--- config.mk ---
export PLATFORM = sky130hd
export DESIGN_NAME = prio_encoder8x3_hs
export DESIGN_NICKNAME = d
export VERILOG_FILES = /design/src/rtl/encdec_pkg.sv /design/src/rtl/prio_enc8x3.sv /design/src/rtl/prio_encoder8x3_hs.sv
export SDC_FILE = /design/constraint.sdc
export NUM_CORES = 1
export LEC_CHECK = 0
export CAP_MARGIN = 25
export CORE_MARGIN = 2
export CORE_UTILIZATION = 46
export DETAILED_ROUTE_END_ITERATION = 10
export GPL_TIMING_DRIVEN = 0
export PLACE_DENSITY = 0.86
export REMOVE_ABC_BUFFERS = 1
export SLEW_MARGIN = 20
export SYNTH_ARGS = -nofsm -noshare
export SYNTH_HDL_FRONTEND = slang
export SYNTH_SLANG_ARGS = --single-unit
--- constraint.sdc ---
create_clock -name clk -period 4.07 [get_ports clk]
set_clock_uncertainty 0.2 [all_clocks]
set_input_delay 1.0175 -clock clk [delete_from_list [all_inputs] [get_ports clk]]
set_output_delay 1.0175 -clock clk [all_outputs]
set_load 0.01 [all_outputs]
--- src/rtl/encdec_pkg.sv ---
// Shared types and helpers for the 8-line encoder/decoder pair.
// The lowest-set-bit search is reused by the decoder-side benches.
package encdec_pkg;

    localparam int N     = 8;
    localparam int IDX_W = 3;

    typedef logic [IDX_W-1:0] idx_t;

    typedef enum logic {
        ST_EMPTY = 1'b0,
        ST_FULL  = 1'b1
    } stage_t;

    // Scanning from the top down leaves the lowest set bit as the final winner.
    function automatic idx_t lsb_index(input logic [N-1:0] vec);
        idx_t idx;
        idx = '0;
        for (int i = N - 1; i >= 0; i--) begin
            if (vec[i]) begin
                idx = idx_t'(i);
            end
        end
        return idx;
    endfunction

endpackage

--- src/rtl/prio_enc8x3.sv ---
// Combinational 8-to-3 priority encoder: bit 0 has the highest priority.
// Reports index 0 when no input is set; 'any' tells that case apart.
module prio_enc8x3
    import encdec_pkg::*;
(
    input  logic [N-1:0] req,
    output idx_t         idx,
    output logic         any
);

    assign idx = lsb_index(req);
    assign any = |req;

endmodule

--- src/rtl/prio_encoder8x3_hs.sv ---
// Latching 8-to-3 priority encoder with a one-entry valid/ready output stage.
// Requests collect in a pending register and are handed out lowest index first.
module prio_encoder8x3_hs
    import encdec_pkg::*;
(
    input  logic         clk,
    input  logic         rst_n,
    input  logic [N-1:0] req_in,
    input  logic         clear_in,
    output idx_t         code_out,
    output logic         code_valid,
    input  logic         code_ready,
    output logic [N-1:0] pending_out,
    output logic         drop_pulse
);

    logic [N-1:0] pending;
    logic [N-1:0] pending_next;
    logic [N-1:0] load_mask;
    idx_t         enc_idx;
    logic         enc_any;
    logic         load;
    logic         drop_next;
    stage_t       state;
    stage_t       state_next;

    prio_enc8x3 u_enc (
        .req (pending),
        .idx (enc_idx),
        .any (enc_any)
    );

    assign code_valid  = (state == ST_FULL);
    assign pending_out = pending;

    // A fresh request on the bit being loaded re-pends it rather than counting as a drop.
    always_comb begin
        load         = (!code_valid || code_ready) && enc_any;
        load_mask    = load ? ({{(N-1){1'b0}}, 1'b1} << enc_idx) : '0;
        pending_next = (pending & ~load_mask) | req_in;
        drop_next    = |(req_in & pending & ~load_mask);
    end

    always_comb begin
        state_next = state;
        if (clear_in) begin
            state_next = ST_EMPTY;
        end else if (load) begin
            state_next = ST_FULL;
        end else if (code_valid && code_ready) begin
            state_next = ST_EMPTY;
        end
    end

    always_ff @(posedge clk or negedge rst_n) begin
        if (!rst_n) begin
            state <= ST_EMPTY;
        end else begin
            state <= state_next;
        end
    end

    // clear_in flushes the queue but leaves code_out at its last value.
    always_ff @(posedge clk or negedge rst_n) begin
        if (!rst_n) begin
            pending    <= '0;
            code_out   <= '0;
            drop_pulse <= 1'b0;
        end else if (clear_in) begin
            pending    <= '0;
            drop_pulse <= 1'b0;
        end else begin
            pending    <= pending_next;
            drop_pulse <= drop_next;
            if (load) begin
                code_out <= enc_idx;
            end
        end
    end

endmodule

==> metrics.md <==
| Metric | Value |
|---|---|
| Cell Int Power | `approximately 230 uW` |
| CP max-delay cell | `clkdlybuf4s50_1` |
| Placer Congestion | `around 0.79` |
| Commonest non-fill, non-tap cell in the layout | `clkdlybuf4s50_1` |
| Arrival time worst endpoint | `1490 ps` |
| First-pass GRT wire length | `2.953 mm` |
| Hold Crit Class | `register to register` |
| Tmin final | `approximately 2700 ps` |
| PD cells | `343.5 mW/mm^2` |
| Cell family with most CP delay | `buffers and inverters` |
| Register share of total power | `between 40% and 50%` |
| Ant diodes | `0` |
| CTS tree | `yes` |
| Largest net degree at the start of global routing | `14` |
| Syn avg cell area | `9.209 um^2` |
| Total track usage | `21.42%` |
| Die height | `around 43 um` |
| Commonest cells after routing, fill and taps aside | `clkdlybuf4s50_1 (24), dfrtp_1 (13), a21oi_1 (12), nor2_1 (11), inv_1 (5)` |
| Setup_tns | `0 ps` |
| Leakage power total | `between 0.0003 and 0.0004 uW` |
| DRT Pass-1 Iters | `5` |
| RSZ-0062 raised after global routing | `false` |
| Endpoints failing hold | `0` |
| Rel. slew slack | `between 50% and 60%` |
| Core area | `~0.0014 mm^2` |
| Port-buffer cells | `24` |
| Final Core Density | `71.08%` |
| Starting Density | `between 50% and 60%` |
| Switch share | `~30%` |
| Drt drc | `0` |
| # clock sinks | `13` |
| Cts bufs inserted | `3` |
| Post-CTS setup buffer count | `0` |
| CTS resizes | `0` |
| Placed cell area | `~930 um^2` |
| Startpoint Class | `register` |
| Clk Latency, worst-skew pair | `approximately 280 ps` |
| DR vias | `between 600 and 700` |
| Placed Instances | `between 100 and 150` |
| Sequential fraction of the synthesis area | `between 40% and 50%` |
| Routed wire length per instance | `between 10 and 15 um` |
| Worst slew pin tran | `roughly 620 ps` |
| CP max stage delay | `~610 ps` |
| Final instance area | `around 960 um^2` |
| CP max FO | `12` |
| Cell Rows | `13` |
| CTS max path bufs | `2` |
| Clock transition at the registers of the reported paths | `~80 ps` |
| Cell Area, Synth | `roughly 690 um^2` |
| Critical path endpoint category | `output pin` |
| Combinational share of power | `around 27%` |
| Clk pwr share | `around 25%` |
| Setup violations, final | `0` |
| YS warnings | `0` |
| Vias per Instance | `about 6.1` |
| Final WL | `roughly 1.7 mm` |
| Fin nets | `roughly 110` |
| Cell Chain, Critical Path | `clkdlybuf4s50_1` |
| Critical path type | `register to output pin` |
| Fin crit share | `66.52%` |
| Critical Path RT | `about 2900 ps` |
| Worst path bufs/invs | `1` |
| Fmax | `between 300 and 400 MHz` |
| Number of global-route vias before repair | `approximately 670` |
| Initial antenna violation count | `0` |
| CTS root buffer | `clkbuf_4` |
| Antenna-violating nets left | `0` |
| GRT overflow | `0` |
| Post-synthesis register bit count | `13` |
| Slew Limit Fails | `0` |
| Max-Cap Viols | `0` |
| Area grow syn2layout | `38.95%` |
| # IOs | `25` |
| Die area | `roughly 0.0018 mm^2` |
| Htree depth | `1` |
| Hold_buf cts | `0` |
| Finished Layout Cells | `roughly 110` |
| Layout cells sized above 1 | `8.081%` |
| P_sw | `about 100 uW` |
| Die width | `42.75 um` |
| Status | `finished clean` |
| HPWL after detailed placement | `between 1 and 1.5 mm` |
| Post-synth cell types | `27` |
| DR iter-0 viols | `15` |
| Cells after synthesis | `75` |
| VDD IR max | `0.1764 mV` |
[synthesized netlist by cell type, drive strengths merged]
master  number  share of area, %
a211oi       2               2.2
a21o         1               1.1
a21oi       12               8.7
a22oi        1               1.1
a311oi       1               1.3
a32oi        2               2.5
and2         1               1.1
buf          1              0.72
clkbuf       3               1.6
dfrtp       13                47
inv          5               2.7
mux2         1               1.6
nand2        2               1.1
nand2b       1              0.91
nand3        1               1.4
nor2        11               6.0
nor2b        2               1.8
nor3         2               1.4
nor4         3               4.9
o21ai        4               2.9
o221ai       1               1.3
o311ai       1               1.3
o31a         1               1.3
o32a         1               1.6
o41ai        1               1.3
or2b         1               1.1
[per-stage QoR]
stage          total power (uW)  hold WS, ps  setup WS, ps
2_1_floorplan             198.4        338.0          1912
6_report                  329.6        303.0          1362
4_1_cts                   331.1        307.7          1361
5_1_grt                   348.4        337.8          1291
3_3_place_gp              247.3        286.1          1243
3_5_place_dp              250.2        288.9          1201
[state kept, by name (all words and copies together), names as in the netlist]
signal	cells
code_valid	1
code_out	3
pending_out	8
drop_pulse	1
[power groups by stage]
stage               clock network, uW  logic [uW]  registers (uW)
floorplan                           0        34.1             164
global placement                    0        87.9             159
detailed placement                  0        89.9             160
CTS                              83.2        90.3             158
global route                     90.5        97.5             160
finish                           81.9        89.9             158
[area by class of cell]
type / count / area [um^2]
Fill cell: 116 / 390.4
Multi-Input combinational cell: 53 / 330.3
Sequential cell: 13 / 325.3
Timing Repair Buffer: 24 / 240.2
Clock buffer: 4 / 26.28
Inverter: 5 / 18.77
Tap cell: 15 / 18.77
[kinds of logic after synthesis]
logic type,share of synthesized area [%]
mux,1.630
buf+inv,5.072
simple gates,19.75
compound gates,26.45
flops,47.10
[worst register-to-register path, cell delays in order, from the launching register on]
cell and delay, ps:
dfrtp_1 480, nor4_4 440, nand3_2 160, o31a_1 330, a32oi_1 180, a21oi_1 100
[routing by layer]
metal | track usage (%) | wire length (um) | up-vias
met3 | 4.255 | 81 | 5
met1 | 27.20 | 709 | 335
li1 | - | - | 323
met2 | 33.33 | 851 | 29
met5 | 0 | 0 | -
met4 | 12.50 | 32 | 0
[final timing paths]
kind / startpoint / end / slack (ps) / cells after the start
hold / removal: code_out[2]$_DFFE_PN0P_ / code_out[2]$_DFFE_PN0P_ / 300 / 1
setup / recovery: pending_out[0]$_DFF_PN0_ / pending_out[0] / 1360 / 1
max in group asynchronous: rst_n / pending_out[5]$_DFF_PN0_ / 2390 / 1
hold reg to reg: code_out[2]$_DFFE_PN0P_ / code_out[2]$_DFFE_PN0P_ / 300 / 1
min in group asynchronous: rst_n / pending_out[2]$_DFF_PN0_ / 900 / 1
setup reg to reg: pending_out[3]$_DFF_PN0_ / drop_pulse$_DFF_PN0_ / 2050 / 5
No activity file was read; power rests on OpenSTA's default activity.
